<file path="src/rtl/fifo_defs.sv">
// Shared sizing helpers for the same-clock FIFO controller and its pointer counters.
package fifo_defs;

    // Number of memory entries addressed by an ADDRSIZE-bit address.
    function automatic int unsigned fifo_depth(input int unsigned addrsize);
        return 32'd1 << addrsize;
    endfunction

    // Pointers carry one extra wrap bit above the address so full and empty differ.
    function automatic int unsigned fifo_ptr_width(input int unsigned addrsize);
        return addrsize + 32'd1;
    endfunction

endpackage

</file>
<file path="src/rtl/fifo_ptr.sv">
// Binary wrap counter used as a FIFO read or write pointer; flush reloads it to zero.
module fifo_ptr #(
    parameter int PW = 5
) (
    input  logic          clk,
    input  logic          rst,
    input  logic          en,
    input  logic          flush,
    output logic [PW-1:0] ptr
);

    // Wraps modulo 2^PW on its own; the top bit toggles once per pass through the memory.
    always_ff @(posedge clk or posedge rst) begin
        if (rst)
            ptr <= '0;
        else if (flush)
            ptr <= '0;
        else if (en)
            ptr <= ptr + PW'(1);
    end

endmodule

</file>
<file path="src/rtl/fifo_sync_ctrl.sv">
// Single-clock FWFT FIFO controller: owns the pointers, drives the dual-port memory
// addresses/write enable, and decodes occupancy status from the registered pointers.
module fifo_sync_ctrl
    import fifo_defs::*;
#(
    parameter int ADDRSIZE      = 4,
    parameter int AFULL_THRESH  = 14,
    parameter int AEMPTY_THRESH = 2
) (
    input  logic                clk,
    input  logic                rst,
    input  logic                flush,
    input  logic                wr_valid,
    output logic                wr_ready,
    output logic                rd_valid,
    input  logic                rd_ready,
    output logic                mem_wclken,
    output logic [ADDRSIZE-1:0] mem_waddr,
    output logic [ADDRSIZE-1:0] mem_raddr,
    output logic [ADDRSIZE:0]   count,
    output logic                full,
    output logic                empty,
    output logic                almost_full,
    output logic                almost_empty
);

    localparam int PW    = int'(fifo_ptr_width(ADDRSIZE));
    localparam int DEPTH = int'(fifo_depth(ADDRSIZE));

    localparam logic [PW-1:0] AF_LVL = PW'(AFULL_THRESH);
    localparam logic [PW-1:0] AE_LVL = PW'(AEMPTY_THRESH);
    localparam logic [PW-1:0] FULL_LVL = PW'(DEPTH);

    logic [PW-1:0] wptr;
    logic [PW-1:0] rptr;
    logic          push;
    logic          pop;

    // Handshakes only fire on the legal side; flush overrides both.
    assign push = wr_valid & wr_ready & ~flush;
    assign pop  = rd_valid & rd_ready & ~flush;

    fifo_ptr #(.PW(PW)) u_wptr (
        .clk   (clk),
        .rst   (rst),
        .en    (push),
        .flush (flush),
        .ptr   (wptr)
    );

    fifo_ptr #(.PW(PW)) u_rptr (
        .clk   (clk),
        .rst   (rst),
        .en    (pop),
        .flush (flush),
        .ptr   (rptr)
    );

    assign mem_wclken = push;
    assign mem_waddr  = wptr[ADDRSIZE-1:0];
    assign mem_raddr  = rptr[ADDRSIZE-1:0];

    // Status depends only on the registered pointers, never on this cycle's handshakes.
    assign empty = (wptr == rptr);
    assign full  = (wptr[PW-1] != rptr[PW-1]) &&
                   (wptr[ADDRSIZE-1:0] == rptr[ADDRSIZE-1:0]);
    assign count = wptr - rptr;

    assign wr_ready     = ~full;
    assign rd_valid     = ~empty;
    assign almost_full  = (count >= AF_LVL);
    assign almost_empty = (count <= AE_LVL);

    // FULL_LVL is only a sanity anchor for the decode; count can never exceed it.
    logic unused_ok;
    assign unused_ok = (count <= FULL_LVL);

endmodule
</file>
<file path="config.mk">
export PLATFORM = sky130hd
export DESIGN_NAME = fifo_sync_ctrl
export DESIGN_NICKNAME = d
export VERILOG_FILES = /design/src/rtl/fifo_defs.sv /design/src/rtl/fifo_ptr.sv /design/src/rtl/fifo_sync_ctrl.sv
export SDC_FILE = /design/constraint.sdc
export NUM_CORES = 1
export LEC_CHECK = 0
export BUFFER_PORTS_ARGS = -buffer_cell sky130_fd_sc_hd__buf_2
export CORE_MARGIN = 8
export CORE_UTILIZATION = 48
export DETAILED_ROUTE_END_ITERATION = 10
export PLACE_DENSITY = 0.76
export SETUP_SLACK_MARGIN = 0.5
export SYNTH_ARGS = -nofsm -noshare
export SYNTH_HDL_FRONTEND = slang
export SYNTH_SLANG_ARGS = --single-unit
</file>
<file path="constraint.sdc">
create_clock -name clk -period 2.05 [get_ports clk]
set_input_delay 0.205 -clock clk [delete_from_list [all_inputs] [get_ports clk]]
set_output_delay 0.205 -clock clk [all_outputs]
set_load 0.03 [all_outputs]
</file>
# Word level (Yosys, flattened, before mapping)
# Index checks and enable logic that the tools add are counted.
[totals] register_bits=10 wordCells=24
[op_classes] add_sub_neg=3 n_lt_le_gt_ge=2 n_eq_ne=3 mux=4 bitwise_logic=7 reduce_logical=3
[ops] operator="5-bit two-way mux" count=4
[ops] operator="5-bit by 1-bit adder with 5-bit output, second input constant" count=2
[ops] operator="5-bit equality test" count=1
[ops] operator="5-bit by 4-bit greater-or-equal comparator with 1-bit output, second input constant" count=1
[ops] operator="5-bit by 2-bit <= comparator with 1-bit output, second input constant" count=1
[ops] operator="5-bit subtractor" count=1
[ops] operator="1-bit AND" count=4
[ops] operator="4-bit equality test" count=1
[ops] operator="2-bit nonzero test" count=2
[ops] operator="1-bit inverter" count=3
[ops] operator="1-bit logical AND" count=1
[ops] operator="1-bit inequality test" count=1

# Longest topological paths before layout
# Gate-level depths: netlist (run 1).
[depth] word_depth=7 depth_mapped=8 depth_no_buf=8

# By module
# From an unflattened synthesis (run 1), not the netlist that was laid out.
[unflattened] cells_unflattened=80 area_unflattened_um2=798.3
[by_module_without_submodules] mod="fifo_ptr" instances=2 cells_per_inst=23 area_per_inst_um2=270.3
[by_module_without_submodules] mod="fifo_sync_ctrl" instances=1 cells_per_inst=34 area_per_inst_um2=257.7

# Least setup slack after synthesis (run 1)
# OpenSTA, ideal clock, no wires.
[synth_path] path_kind="reg-to-output" startpoint="reg u_wptr.ptr[0]" endpoint="out almost_empty" arrival_time_ns=3.264 required_ns=1.845 path_slack_ns=-1.419 path_stages_with_launch=9 n_path_buf=0 path_cell_list="dfrtp_1 -> inv_1 -> ha_1 -> inv_1 -> fa_1 -> a21o_1 -> a21oi_1 -> xnor2_1 -> a2111oi_0"
[synth_via] elab_chain_len=2
[synth_rtl] element="start: declaration" line_no="fifo_ptr.sv:9" rtl="output logic [PW-1:0] ptr"
[synth_rtl] element="start signal: assignment" line_no="fifo_ptr.sv:19" rtl="ptr <= ptr + PW'(1);"
[synth_rtl] element="5-bit subtractor" line_no="fifo_sync_ctrl.sv:67" rtl="assign count = wptr - rptr;"
[synth_rtl] element="net count[4]" line_no="fifo_sync_ctrl.sv:20" rtl="output logic [ADDRSIZE:0] count,"
[synth_rtl] element="5-bit by 2-bit <= comparator with 1-bit output" line_no="fifo_sync_ctrl.sv:72" rtl="assign almost_empty = (count <= AE_LVL);"
[synth_rtl] element="end: declaration" line_no="fifo_sync_ctrl.sv:24" rtl="output logic almost_empty"
# The timed path passes the listed nets, and every way through them passes these cells.

# Worst setup path after layout (run 1)
[layout_path] startpoint="reg u_wptr.ptr[0]" endpoint="out almost_empty"
[layout_via] elab_chain_len=2
[layout_rtl] element="5-bit subtractor" line_no="fifo_sync_ctrl.sv:67"
[layout_rtl] element="5-bit by 2-bit <= comparator with 1-bit output" line_no="fifo_sync_ctrl.sv:72"
# Every way passes these cells.

==> flow_summary.rst, run 1 <==
.. list-table::
   :header-rows: 1

   * - Metric
     - Value
   * - Outcome
     - complete, but fails checks
   * - Violations in the final reports
     - setup timing
   * - Adder-cell share of the synthesized area
     - 12.5%
   * - DP HPWL
     - 1510 um
   * - Count leader, synth
     - dfrtp_1
   * - Width of the die
     - 55.8 um
   * - Worst R2R End
     - u_wptr.ptr[2]$_DFFE_PP0P_
   * - Count of buffers inserted at the top-level ports
     - 24
   * - Maximum single-stage delay on the critical path
     - 0.39 ns
   * - H-tree level count
     - 1
   * - Number of cells on the critical path
     - 9
   * - Leading post-synthesis cells by cell area
     - dfrtp_1, ha_1, buf_4
   * - Antenna cell count
     - 0
   * - Vertical die dimension
     - 55.8 um
   * - Setup skew after layout
     - 0.00197 ns
   * - Synth cell types
     - 26
   * - Worst slack, placed
     - -0.0164 ns
   * - I/O pin cnt
     - 25
   * - Final sum of negative setup slack
     - -0.701 ns
   * - Final core occ
     - 86.1%
   * - Number of enable-type register cells in the synthesized netlist
     - 0
   * - Final global-route overflow total
     - 0
   * - Area of placed instances
     - 0.00104 mm2
   * - Kind of end point of the critical path
     - output port
   * - VDD IR max
     - 0.570 mV
   * - Num Clock Sinks
     - 10
   * - Share of post-route cells with drive strength above 1
     - 62.6%
   * - Relative max-transition margin
     - 72.1%
   * - Critical-path top delay cell
     - dfrtp_1
   * - Post-synthesis instance area
     - 759 um2
   * - Worst hold margin
     - 0.240 ns
   * - Number of max-cap violations
     - 0
   * - Antenna violation net count after detailed routing
     - 0
   * - Clk slew on worst S/H paths
     - 0.07 ns
   * - First-pass GRT wire length
     - 3840 um
   * - Syn_nets
     - 95
   * - Total die area
     - 0.00311 mm2
   * - Worst EP arrival
     - 2.14 ns
   * - Initial Utilization
     - 51.0%
   * - Total power density per cell area
     - 1000 mW/mm2
   * - Final Routed Wirelength
     - 2360 um
   * - TritonCTS Buffers
     - 3
   * - Clock tree root driver cell
     - clkbuf_4
   * - Multiplexer area fraction after synthesis
     - 2.64%
   * - Synth async-reset ratio
     - 100%
   * - Number of DRC violations after detailed-routing iteration 0
     - 12
   * - Crit path max fanout
     - 3
   * - Clock tree from TritonCTS
     - yes
   * - Share of the synthesized area in the top cell type
     - 32.9%
   * - Final setup vio count
     - 3
   * - Count of final max-slew check failures
     - 0
   * - Required arrival time at the worst endpoint
     - 1.85 ns
   * - Final Wtd Congestion
     - 0.816
   * - Primary flip-flop cell chosen by synthesis mapping
     - dfrtp_1
   * - Number of flip-flops and latches in the synthesized netlist
     - 10
   * - Synth-to-layout area growth
     - 68.7%
   * - Total power of the final layout
     - 1.28 mW
   * - Routed WL per cell
     - 16.9 um
   * - Launch instance of the worst register-to-register path
     - u_rptr.ptr[3]$_DFFE_PP0P_
   * - Unrepaired setup endpoints after global routing
     - true
   * - Dominant combinational cell family by area after synthesis
     - compound AO/OA/AOI/OAI gates
   * - Fraction of the mapped netlist area in compound gates
     - 13.5%
   * - Crit path time final
     - 2.34 ns
   * - Critical setup path kind
     - flop to output port
   * - Count of endpoints failing hold in the final timing report
     - 0
   * - Cell family contributing the most delay on the critical path
     - compound AO/OA/AOI/OAI gates
   * - Site row count
     - 14
   * - Cell breakdown of the critical path
     - inv_2, ha_4, inv_2, fa_2, a21o_1, a21oi_4, xnor2_4, a2111oi_4, buf_4
   * - Count of yosys warnings during synthesis
     - 0
   * - Detailed-route DRC error count
     - 0
   * - Achievable frequency
     - 427 MHz
   * - Nets@finish
     - 136
   * - Simple-gate share of the synthesized area
     - 12.0%
   * - Initial antenna violation count
     - 0
   * - Vias in the first global route
     - 783
   * - Actual slew at the worst max-slew pin
     - 0.416 ns
   * - Clock Latency Late Sink
     - 0.27 ns
   * - Setup slack of the critical path after layout
     - -0.292 ns
   * - Ranking of synthesized cells by instance count
     - dfrtp_1, inv_1, buf_4, nor2_1, ha_1
   * - Hold Path End
     - u_rptr.ptr[3]$_DFFE_PP0P_
   * - Number of cells on the worst hold path
     - 2
   * - Maximum number of pins on one net before global-route repair
     - 12
   * - Mean area per synthesized cell
     - 9.15 um2
   * - Hold WC Path Type
     - input pin to flop
   * - Bufs on Longest Clock Path
     - 2
   * - Fin cells
     - 139
   * - Number of search-and-repair iterations in the first detailed-routing pass
     - 4
   * - Total routing usage reported by global routing
     - 15.1%
   * - Number of cells on the worst reg-to-reg path
     - 9
   * - Xor/xnor share of the synthesized area
     - 13.5%
   * - Cell repeated most along the worst path
     - inv_2
   * - Cell taking the most area after synthesis
     - dfrtp_1
   * - Worst path bufs/invs
     - 3
   * - Via count
     - 756
   * - Filler cell count
     - 80
   * - Cell count after synthesis
     - 83
   * - Crit share post-route
     - 114%
   * - Core box area
     - 0.00149 mm2
   * - Finished layout cell area
     - 0.00128 mm2
   * - Number of placed instances with taps included
     - 121
   * - Per-cell via count in the routed design
     - 5.44
   * - Flop2flop setup slack
     - 0.12 ns
   * - Post-synthesis sequential area ratio
     - 32.9%
   * - Hold_sp
     - flush
   * - Static leakage
     - 0.611 nW
   * - Startpoint types
     - flop
-- where the power goes --
part	switching [mW]	leakage [nW]	internal, mW
logic	0.469	0.456	0.409
registers	0.0125	0.134	0.210
clock network	0.0734	0.0210	0.108
total	0.555	0.611	0.726
-- sequential cells by signal, summed over array words and instances (netlist names) --
register,cells
u_rptr.ptr,5
u_wptr.ptr,5
-- how the worst max path moves through the flow --
stage,slack [ns],start,to
final,-0.29,u_wptr.ptr[0]$_DFFE_PP0P_,almost_empty
after global routing,-0.37,u_wptr.ptr[0]$_DFFE_PP0P_,almost_empty
after CTS,-0.29,u_wptr.ptr[0]$_DFFE_PP0P_,almost_empty
after detailed placement,-0.02,u_wptr.ptr[0]$_DFFE_PP0P_,almost_empty
after global placement,0.02,u_wptr.ptr[0]$_DFFE_PP0P_,almost_empty
after floorplan,-0.12,u_wptr.ptr[0]$_DFFE_PP0P_,almost_empty
-- layer usage --
| layer | up-vias | GRT usage (%) | wire, um |
|---|---|---|---|
| met5 | - | 0 | 0 |
| met4 | 0 | 7.39 | 85 |
| met3 | 10 | 5.25 | 139 |
| met2 | 34 | 24.7 | 1180 |
| met1 | 365 | 16.8 | 951 |
| li1 | 347 | - | - |
-- layout make-up --
type	count	area [um2]	share of cell area, %
Multi-Input combinational cell	55	581	45.3
Timing Repair Buffer	45	348	27.1
Sequential cell	10	253	19.7
Inverter	9	43.8	3.42
Clock buffer	4	36.3	2.83
Tap cell	16	20.0	1.56
-- repair_timing --
| item | 4_1_cts | 5_1_grt |
|---|---|---|
| endpoints found under the setup margin | 21 | 21 |
| resized for setup | 28 | 6 |
| hold endpoints to repair | 10 | 0 |
| buffers inserted | 10 | 3 |
| pin swaps | 11 | 5 |
| hold buffers | 1 | 0 |
-- placed cells by master, fill, tap and decap left out, types with 2 or more instances in the layout --
master	Yosys	final
a21oi_1	5	2
o21ai_1	2	5
buf_2	0	15
xor2_1	5	3
ha_1	6	2
or3_1	3	2
buf_6	0	12
ha_4	0	4
inv_2	0	5
dfrtp_1	10	8
o211ai_1	3	3
inv_1	9	2
mux2i_1	2	2
buf_4	8	17
a21oi_2	0	2
dfrtp_2	0	2
clkinv_4	0	2
xor2_2	1	2
xnor2_1	3	2
nor2_1	8	7
clkbuf_4	0	3
nand2_1	3	3
-- cell families (layout without fill, tap and decap cells) --
kind of cell	Yosys count	in the layout
and+or+nand+nor	19	19
buffers and inverters	18	58
AOI/OAI and AO/OA	17	17
xor gates and xnor gates	10	10
DFF	10	10
adders and majority gates	7	7
muxes	2	2
(Power assumes the default switching activity.)
==> run 2: changes to the inputs <==
--- a/config.mk
+++ b/config.mk
@@ -7,9 +7,10 @@
 export LEC_CHECK = 0
 export BUFFER_PORTS_ARGS = -buffer_cell sky130_fd_sc_hd__buf_2
 export CORE_MARGIN = 8
-export CORE_UTILIZATION = 48
+export CORE_UTILIZATION = 52
 export DETAILED_ROUTE_END_ITERATION = 10
-export PLACE_DENSITY = 0.76
+export PLACE_DENSITY = 0.82
+export REMOVE_ABC_BUFFERS = 1
 export SETUP_SLACK_MARGIN = 0.5
 export SYNTH_ARGS = -nofsm -noshare
 export SYNTH_HDL_FRONTEND = slang
==> constraint.sdc (replaced) <==
create_clock -name clk -period 2.7 [get_ports clk]
set_input_delay 0.27 -clock clk [delete_from_list [all_inputs] [get_ports clk]]
set_output_delay 0.27 -clock clk [all_outputs]
set_load 0.03 [all_outputs]
==> flow_summary.rst, run 2 (synthesis gave the netlist of run 1 again) <==
.. list-table::
   :header-rows: 1

   * - Metric
     - Value
   * - Crit path time final
     - 2.47 ns
   * - Count of final max-slew check failures
     - 0 (unchanged)
   * - Total die area
     - 0.00294 mm2 (was 0.00311 mm2)
   * - Clk slew on worst S/H paths
     - 0.06 ns (was 0.07 ns)
   * - Highest-count cells in the layout ignoring fill and taps
     - buf_2, buf_4, dfrtp_1, nor2_1, inv_1 (was buf_4, buf_2, buf_6, dfrtp_1, nor2_1)
   * - Clock tree from TritonCTS
     - yes (unchanged)
   * - Area of placed instances
     - 835 um2 (was 0.00104 mm2)
   * - Width of the die
     - 54.2 um (was 55.8 um)
   * - Maximum number of pins on one net before global-route repair
     - 12 (unchanged)
   * - Total routing usage reported by global routing
     - 13.6% (was 15.1%)
   * - Final setup vio count
     - 0 (was 3)
   * - Critical setup path kind
     - flop to output port (unchanged)
   * - Kind of end point of the critical path
     - output port (unchanged)
   * - Antenna cell count
     - 0 (unchanged)
   * - Initial Utilization
     - 56.9% (was 51.0%)
   * - Num Clock Sinks
     - 10 (unchanged)
   * - Unrepaired setup endpoints after global routing
     - true (unchanged)
   * - Filler cell count
     - 85 (was 80)
   * - Via count
     - 682 (was 756)
   * - Startpoint types
     - flop (unchanged)
   * - Outcome
     - finished clean (was complete, but fails checks)
   * - Vias in the first global route
     - 694 (was 783)
   * - Setup skew after layout
     - 0.00349 ns (was 0.00197 ns)
   * - Share of post-route cells with drive strength above 1
     - 44.6% (was 62.6%)
   * - Register cell area after layout
     - 250 um2 (was 253 um2)
   * - Clock tree root driver cell
     - clkbuf_4 (unchanged)
   * - Number of cells on the worst reg-to-reg path
     - 6 (was 9)
   * - Most common library cell in the layout ignoring fill and taps
     - buf_2 (was buf_4)
   * - Crit path max fanout
     - 3 (unchanged)
   * - Per-cell via count in the routed design
     - 5.37 (was 5.44)
   * - Clock Power Share
     - 17.1% (was 14.2%)
   * - Total power density per cell area
     - 766 mW/mm2 (was 1000 mW/mm2)
   * - Final Wtd Congestion
     - 0.824 (was 0.816)
   * - Worst EP arrival
     - 2.20 ns (was 2.14 ns)
   * - Number of search-and-repair iterations in the first detailed-routing pass
     - 4 (unchanged)
   * - Number of max-cap violations
     - 0 (unchanged)
   * - I/O pin cnt
     - 25 (unchanged)
   * - TritonCTS Buffers
     - 3 (unchanged)
   * - H-tree level count
     - 1 (unchanged)
   * - Final core occ
     - 76.1% (was 86.1%)
   * - Required arrival time at the worst endpoint
     - 2.43 ns (was 1.85 ns)
   * - Static leakage
     - 0.532 nW (was 0.611 nW)
   * - Achievable frequency
     - 405 MHz
   * - Logic gate share of total power
     - 60.9% (was 68.5%)
   * - Vertical die dimension
     - 54.2 um (was 55.8 um)
   * - VDD IR max
     - 0.448 mV (was 0.570 mV)
   * - Internal power
     - 0.424 mW (was 0.726 mW)
   * - Routed WL per cell
     - 15.3 um (was 16.9 um)
   * - Hold WC Path Type
     - input pin to flop (unchanged)
   * - Relative max-transition margin
     - 74.5% (was 72.1%)
   * - Area occupied by multi-input gates
     - 464 um2 (was 581 um2)
   * - Count of buffers inserted at the top-level ports
     - 24 (unchanged)
   * - Crit share post-route
     - 91.4%
   * - DP HPWL
     - 1360 um (was 1510 um)
   * - Fin cells
     - 127 (was 139)
   * - Synth-to-layout area growth
     - 33.6% (was 68.7%)
   * - Antenna violation net count after detailed routing
     - 0 (unchanged)
   * - Count of endpoints failing hold in the final timing report
     - 0 (unchanged)
   * - Flop pwr share
     - 22.0% (was 17.3%)
   * - Clock Latency Late Sink
     - 0.27 ns (about the same)
   * - Number of placed instances with taps included
     - 113 (was 121)
   * - Flop2flop setup slack
     - 0.75 ns (was 0.12 ns)
   * - Registers with the most flip-flops
     - u_rptr.ptr (5), u_wptr.ptr (5) (unchanged)
   * - Nets@finish
     - 125 (was 136)
   * - Switching Share
     - 45.5% (was 43.3%)
   * - Final Routed Wirelength
     - 1950 um (was 2360 um)
   * - Detailed-route DRC error count
     - 0 (unchanged)
   * - Number of DRC violations after detailed-routing iteration 0
     - 17 (was 12)
   * - Number of cells on the worst hold path
     - 2 (unchanged)
   * - Total power of the final layout
     - 0.778 mW (was 1.28 mW)
   * - Initial antenna violation count
     - 0 (unchanged)
   * - Finished layout cell area
     - 0.00101 mm2 (was 0.00128 mm2)
   * - Core box area
     - 0.00133 mm2 (was 0.00149 mm2)
   * - Net switching power figure
     - 0.354 mW (was 0.555 mW)
   * - First-pass GRT wire length
     - 3000 um (was 3840 um)
   * - Bufs on Longest Clock Path
     - 2 (unchanged)
   * - Site row count
     - 13 (was 14)
   * - Final global-route overflow total
     - 0 (unchanged)
   * - Actual slew at the worst max-slew pin
     - 0.383 ns (was 0.416 ns)
-- run 2: worst paths after layout --
kind                                             end                 startpoint
min reg2reg                u_rptr.ptr[3]$_DFFE_PP0P_  u_rptr.ptr[3]$_DFFE_PP0P_
max reg2reg                u_wptr.ptr[4]$_DFFE_PP0P_  u_wptr.ptr[3]$_DFFE_PP0P_
max in group asynchronous  u_wptr.ptr[1]$_DFFE_PP0P_                        rst
min in group asynchronous  u_wptr.ptr[2]$_DFFE_PP0P_                        rst
min                        u_rptr.ptr[4]$_DFFE_PP0P_                      flush
max                                     almost_empty  u_wptr.ptr[0]$_DFFE_PP0P_
-- run 2: what timing repair did --
action / CTS / global route
endpoints found under the setup margin: 7 / 10
buffers inserted: 5 / 4
endpoints found under the hold margin: 10 / 0
pin swaps: 7 / 1
resized for setup: 12 / 4
hold buffers: 1 / 0
-- run 2: cell type report --
cell class,instances,area share (%)
Clock buffer,4,3.58
Inverter,9,3.33
Multi-Input combinational cell,55,45.7
Sequential cell,10,24.7
Tap cell,15,1.85
Timing Repair Buffer,34,20.8
-- run 2: through the flow --
step / TNS (ns) / setup WS, ns / hold slack, ns
after detailed placement: 0 / 0.130 / 0.262
final: 0 / 0.233 / 0.327
after global routing: 0 / 0.0815 / 0.322
after CTS: 0 / 0.269 / 0.304
after global placement: 0 / 0.308 / 0.250
after floorplan: -0.997 / -0.997 / 0.110
-- run 2: critical path, cell delays in order, from the launching register on --
cell and delay, ns:
dfrtp_1 0.39, inv_2 0.08, ha_4 0.13, inv_2 0.04
fa_2 0.35, a21o_1 0.17, a21oi_2 0.17, xnor2_2 0.11
a2111oi_2 0.26, buf_4 0.23
-- run 2: metal layers --
metal | up-vias | track usage (%) | share of wire [%]
met5 | - | 0 | 0
li1 | 332 | - | -
met1 | 313 | 16.5 | 42
met4 | 0 | 9.84 | 3.2
met2 | 30 | 20.4 | 46
met3 | 7 | 3.25 | 9.0
-- run 2: power groups by stage --
| stage | clock [mW] | sequential [mW] | combinational, mW |
|---|---|---|---|
| floorplan | 0 | 0.192 | 0.249 |
| global placement | 0 | 0.174 | 0.359 |
| detailed placement | 0 | 0.175 | 0.365 |
| CTS | 0.139 | 0.170 | 0.443 |
| global route | 0.146 | 0.172 | 0.509 |
| finish | 0.133 | 0.171 | 0.473 |
==> run 3: changes to the inputs <==
--- a/config.mk
+++ b/config.mk
@@ -5,11 +5,13 @@
 export SDC_FILE = /design/constraint.sdc
 export NUM_CORES = 1
 export LEC_CHECK = 0
-export BUFFER_PORTS_ARGS = -buffer_cell sky130_fd_sc_hd__buf_2
+export BUFFER_PORTS_ARGS = -buffer_cell sky130_fd_sc_hd__buf_4
+export CELL_PAD_IN_SITES_DETAIL_PLACEMENT = 2
+export CELL_PAD_IN_SITES_GLOBAL_PLACEMENT = 2
 export CORE_MARGIN = 8
-export CORE_UTILIZATION = 52
+export CORE_UTILIZATION = 30
 export DETAILED_ROUTE_END_ITERATION = 10
-export PLACE_DENSITY = 0.82
+export PLACE_DENSITY_LB_ADDON = 0.1
 export REMOVE_ABC_BUFFERS = 1
 export SETUP_SLACK_MARGIN = 0.5
 export SYNTH_ARGS = -nofsm -noshare
==> flow_summary.rst, run 3 (synthesis gave the netlist of run 1 again) <==
.. list-table::
   :header-rows: 1

   * - Metric
     - Value
   * - I/O pin cnt
     - 25 (unchanged)
   * - Site row count
     - 18 (was 13)
   * - Timing startpoint of the critical path
     - u_wptr.ptr[0]$_DFFE_PP0P_ (unchanged)
   * - Number of buffers inserted by hold repair at cts
     - 0 (was 1)
   * - Nets@finish
     - 130 (was 125)
   * - Count of buffers inserted at the top-level ports
     - 24 (unchanged)
   * - Registers with the most flip-flops
     - u_rptr.ptr (5), u_wptr.ptr (5) (unchanged)
   * - Routed WL per cell
     - 19.0 um (was 15.3 um)
   * - Final Wtd Congestion
     - 0.743 (was 0.824)
   * - Vias in the first global route
     - 778 (was 694)
   * - Crit path time final
     - 2.49 ns (was 2.47 ns)
   * - Highest-count cells in the layout ignoring fill and taps
     - buf_4, nor2_1, dfrtp_1, inv_1 (was buf_2, buf_4, dfrtp_1, nor2_1, inv_1)
   * - Detailed-route DRC error count
     - 0 (unchanged)
   * - Number of search-and-repair iterations in the first detailed-routing pass
     - 3 (was 4)
   * - Crit share post-route
     - 92.3% (was 91.4%)
   * - Share of post-route cells with drive strength above 1
     - 50.9% (was 44.6%)
   * - Total power density per cell area
     - 736 mW/mm2 (was 766 mW/mm2)
   * - Most used routing layer in global routing
     - met2 (unchanged)
   * - Initial Utilization
     - 31.2% (was 56.9%)
   * - Final global-route overflow total
     - 0 (unchanged)
   * - Per-cell via count in the routed design
     - 4.86 (was 5.37)
   * - Most common library cell in the layout ignoring fill and taps
     - buf_4 (was buf_2)
   * - Count of endpoints failing hold in the final timing report
     - 10 (was 0)
   * - Achievable frequency
     - 401 MHz (was 405 MHz)
   * - Kind of end point of the critical path
     - output port (unchanged)
   * - Final core occ
     - 47.3% (was 76.1%)
   * - Clock tree from TritonCTS
     - yes (unchanged)
   * - H-tree level count
     - 1 (unchanged)
   * - Maximum number of pins on one net before global-route repair
     - 12 (unchanged)
   * - TritonCTS Buffers
     - 3 (unchanged)
   * - Setup slack of the critical path after layout
     - 0.207 ns (was 0.233 ns)
   * - Via count
     - 710 (was 682)
   * - Met3 usage in global routing
     - 3.05% (was 3.25%)
   * - Launch instance of the worst register-to-register path
     - u_wptr.ptr[1]$_DFFE_PP0P_ (was u_wptr.ptr[3]$_DFFE_PP0P_)
   * - First-pass GRT wire length
     - 3980 um (was 3000 um)
   * - Unrepaired setup endpoints after global routing
     - true (unchanged)
   * - Area of placed instances
     - 913 um2 (was 835 um2)
   * - Vertical die dimension
     - 66.3 um (was 54.2 um)
   * - Num Clock Sinks
     - 10 (unchanged)
   * - Width of the die
     - 66.3 um (was 54.2 um)
   * - Register cell area after layout
     - 253 um2 (was 250 um2)
   * - Filler cell count
     - 267 (was 85)
   * - DP HPWL
     - 1740 um (was 1360 um)
   * - VDD IR max
     - 0.414 mV (was 0.448 mV)
   * - Setup skew after layout
     - 0.00111 ns (was 0.00349 ns)
   * - Clk slew on worst S/H paths
     - 0.07 ns (was 0.06 ns)
   * - Met2 global-route usage
     - 21.1% (was 20.4%)
   * - Critical setup path kind
     - flop to output port (unchanged)
   * - Required arrival time at the worst endpoint
     - 2.43 ns (about the same)
   * - Met1 Usage GRT
     - 12.9% (was 16.5%)
   * - Total routing usage reported by global routing
     - 11.8% (was 13.6%)
   * - Crit path max fanout
     - 2 (was 3)
   * - Worst hold margin
     - -0.00544 ns (was 0.327 ns)
   * - Static leakage
     - 0.563 nW (was 0.532 nW)
   * - Clock tree root driver cell
     - clkbuf_4 (unchanged)
   * - Area occupied by multi-input gates
     - 499 um2 (was 464 um2)
   * - Actual slew at the worst max-slew pin
     - 0.407 ns (was 0.383 ns)
   * - Hold WC Path Type
     - input pin to asynchronous set/reset pin (was input pin to flop)
   * - Clock Latency Late Sink
     - 0.26 ns (was 0.27 ns)
   * - Bufs on Longest Clock Path
     - 2 (unchanged)
   * - Number of max-cap violations
     - 0 (unchanged)
   * - Worst slack, placed
     - 0.158 ns (was 0.130 ns)
   * - Relative max-transition margin
     - 72.8% (was 74.5%)
   * - Final setup vio count
     - 0 (unchanged)
   * - Fin cells
     - 146 (was 127)
   * - Antenna violation net count after detailed routing
     - 0 (unchanged)
   * - Worst EP arrival
     - 2.22 ns (was 2.20 ns)
   * - Number of placed instances with taps included
     - 128 (was 113)
   * - Core box area
     - 0.00243 mm2 (was 0.00133 mm2)
   * - Number of DRC violations after detailed-routing iteration 0
     - 9 (was 17)
   * - Final Routed Wirelength
     - 2770 um (was 1950 um)
   * - Outcome
     - complete, but fails checks (was finished clean)
   * - Initial antenna violation count
     - 0 (unchanged)
   * - Synth-to-layout area growth
     - 51.4% (was 33.6%)
   * - Count of final max-slew check failures
     - 0 (unchanged)
   * - Total die area
     - 0.00440 mm2 (was 0.00294 mm2)
   * - Startpoint types
     - flop (unchanged)
   * - Violations in the final reports
     - hold timing
   * - Antenna cell count
     - 0 (unchanged)
   * - Finished layout cell area
     - 0.00115 mm2 (was 0.00101 mm2)
   * - Final sum of negative setup slack
     - 0 ns (unchanged)
==> run 3: cell count changes in the layout (fill, tap and decap cells not counted), moves of 2 or more <==
cell	before	now
buf_6	1	3
dfrtp_1	10	8
dfrtp_2	0	2
buf_2	20	0
buf_4	10	36
clkbuf_4	5	3
==> run 3: cell type report <==
type	instances	area share, %
inverters	9	2.94
multi-input cells	55	43.4
flip-flops and latches	10	22.0
repair buffers	39	26.4
clock buffers	3	1.96
well taps	30	3.26
==> run 3: per-layer routing <==
layer / vias up / part of all wire, %
met3: 2 / 4.3
met1: 351 / 41
li1: 341 / -
met4: 0 / 0.61
met2: 16 / 54
met5: - / 0
==> run 3: worst max-delay path, stage by stage, from the launching register on <==
cell	delay [ns]
dfrtp_1	0.39
inv_2	0.09
ha_4	0.13
inv_2	0.04
fa_2	0.36
a21o_1	0.17
a21oi_2	0.18
xnor2_2	0.11
buf_4	0.16
a31o_4	0.20
buf_6	0.13
==> run 3: worst paths after layout <==
| path | cells past startpoint | end | slack, ns |
|---|---|---|---|
| max | 10 | almost_full | 0.21 |
| min | 2 | u_wptr.ptr[3]$_DFFE_PP0P_ | -0.005 |
| max reg2reg | 7 | u_rptr.ptr[1]$_DFFE_PP0P_ | 0.68 |
| min reg2reg | 2 | u_wptr.ptr[2]$_DFFE_PP0P_ | 0.64 |
| max in group asynchronous | 2 | u_wptr.ptr[1]$_DFFE_PP0P_ | 2.40 |
| min in group clk | 2 | u_wptr.ptr[2]$_DFFE_PP0P_ | 0.26 |
==> run 3: stage by stage <==
step / hold WS, ns / power [mW]
final: -0.00544 / 0.846
after global routing: 0.0237 / 0.901
after CTS: 0.00458 / 0.791
after detailed placement: 0.293 / 0.597
after global placement: 0.284 / 0.587
after floorplan: 0.110 / 0.441
==> run 3: repair_timing <==
item | in CTS | in global routing
setup buffers | 8 | 7
endpoints found under the setup margin | 8 | 10
resized for setup | 12 | 9
pin swaps | 6 | 2
==> run 3: power by group <==
part	internal, mW	leakage, nW	switching (mW)
registers	0.159	0.134	0.0113
clock network	0.0514	0.0138	0.0514
logic	0.248	0.415	0.325
total	0.459	0.563	0.387
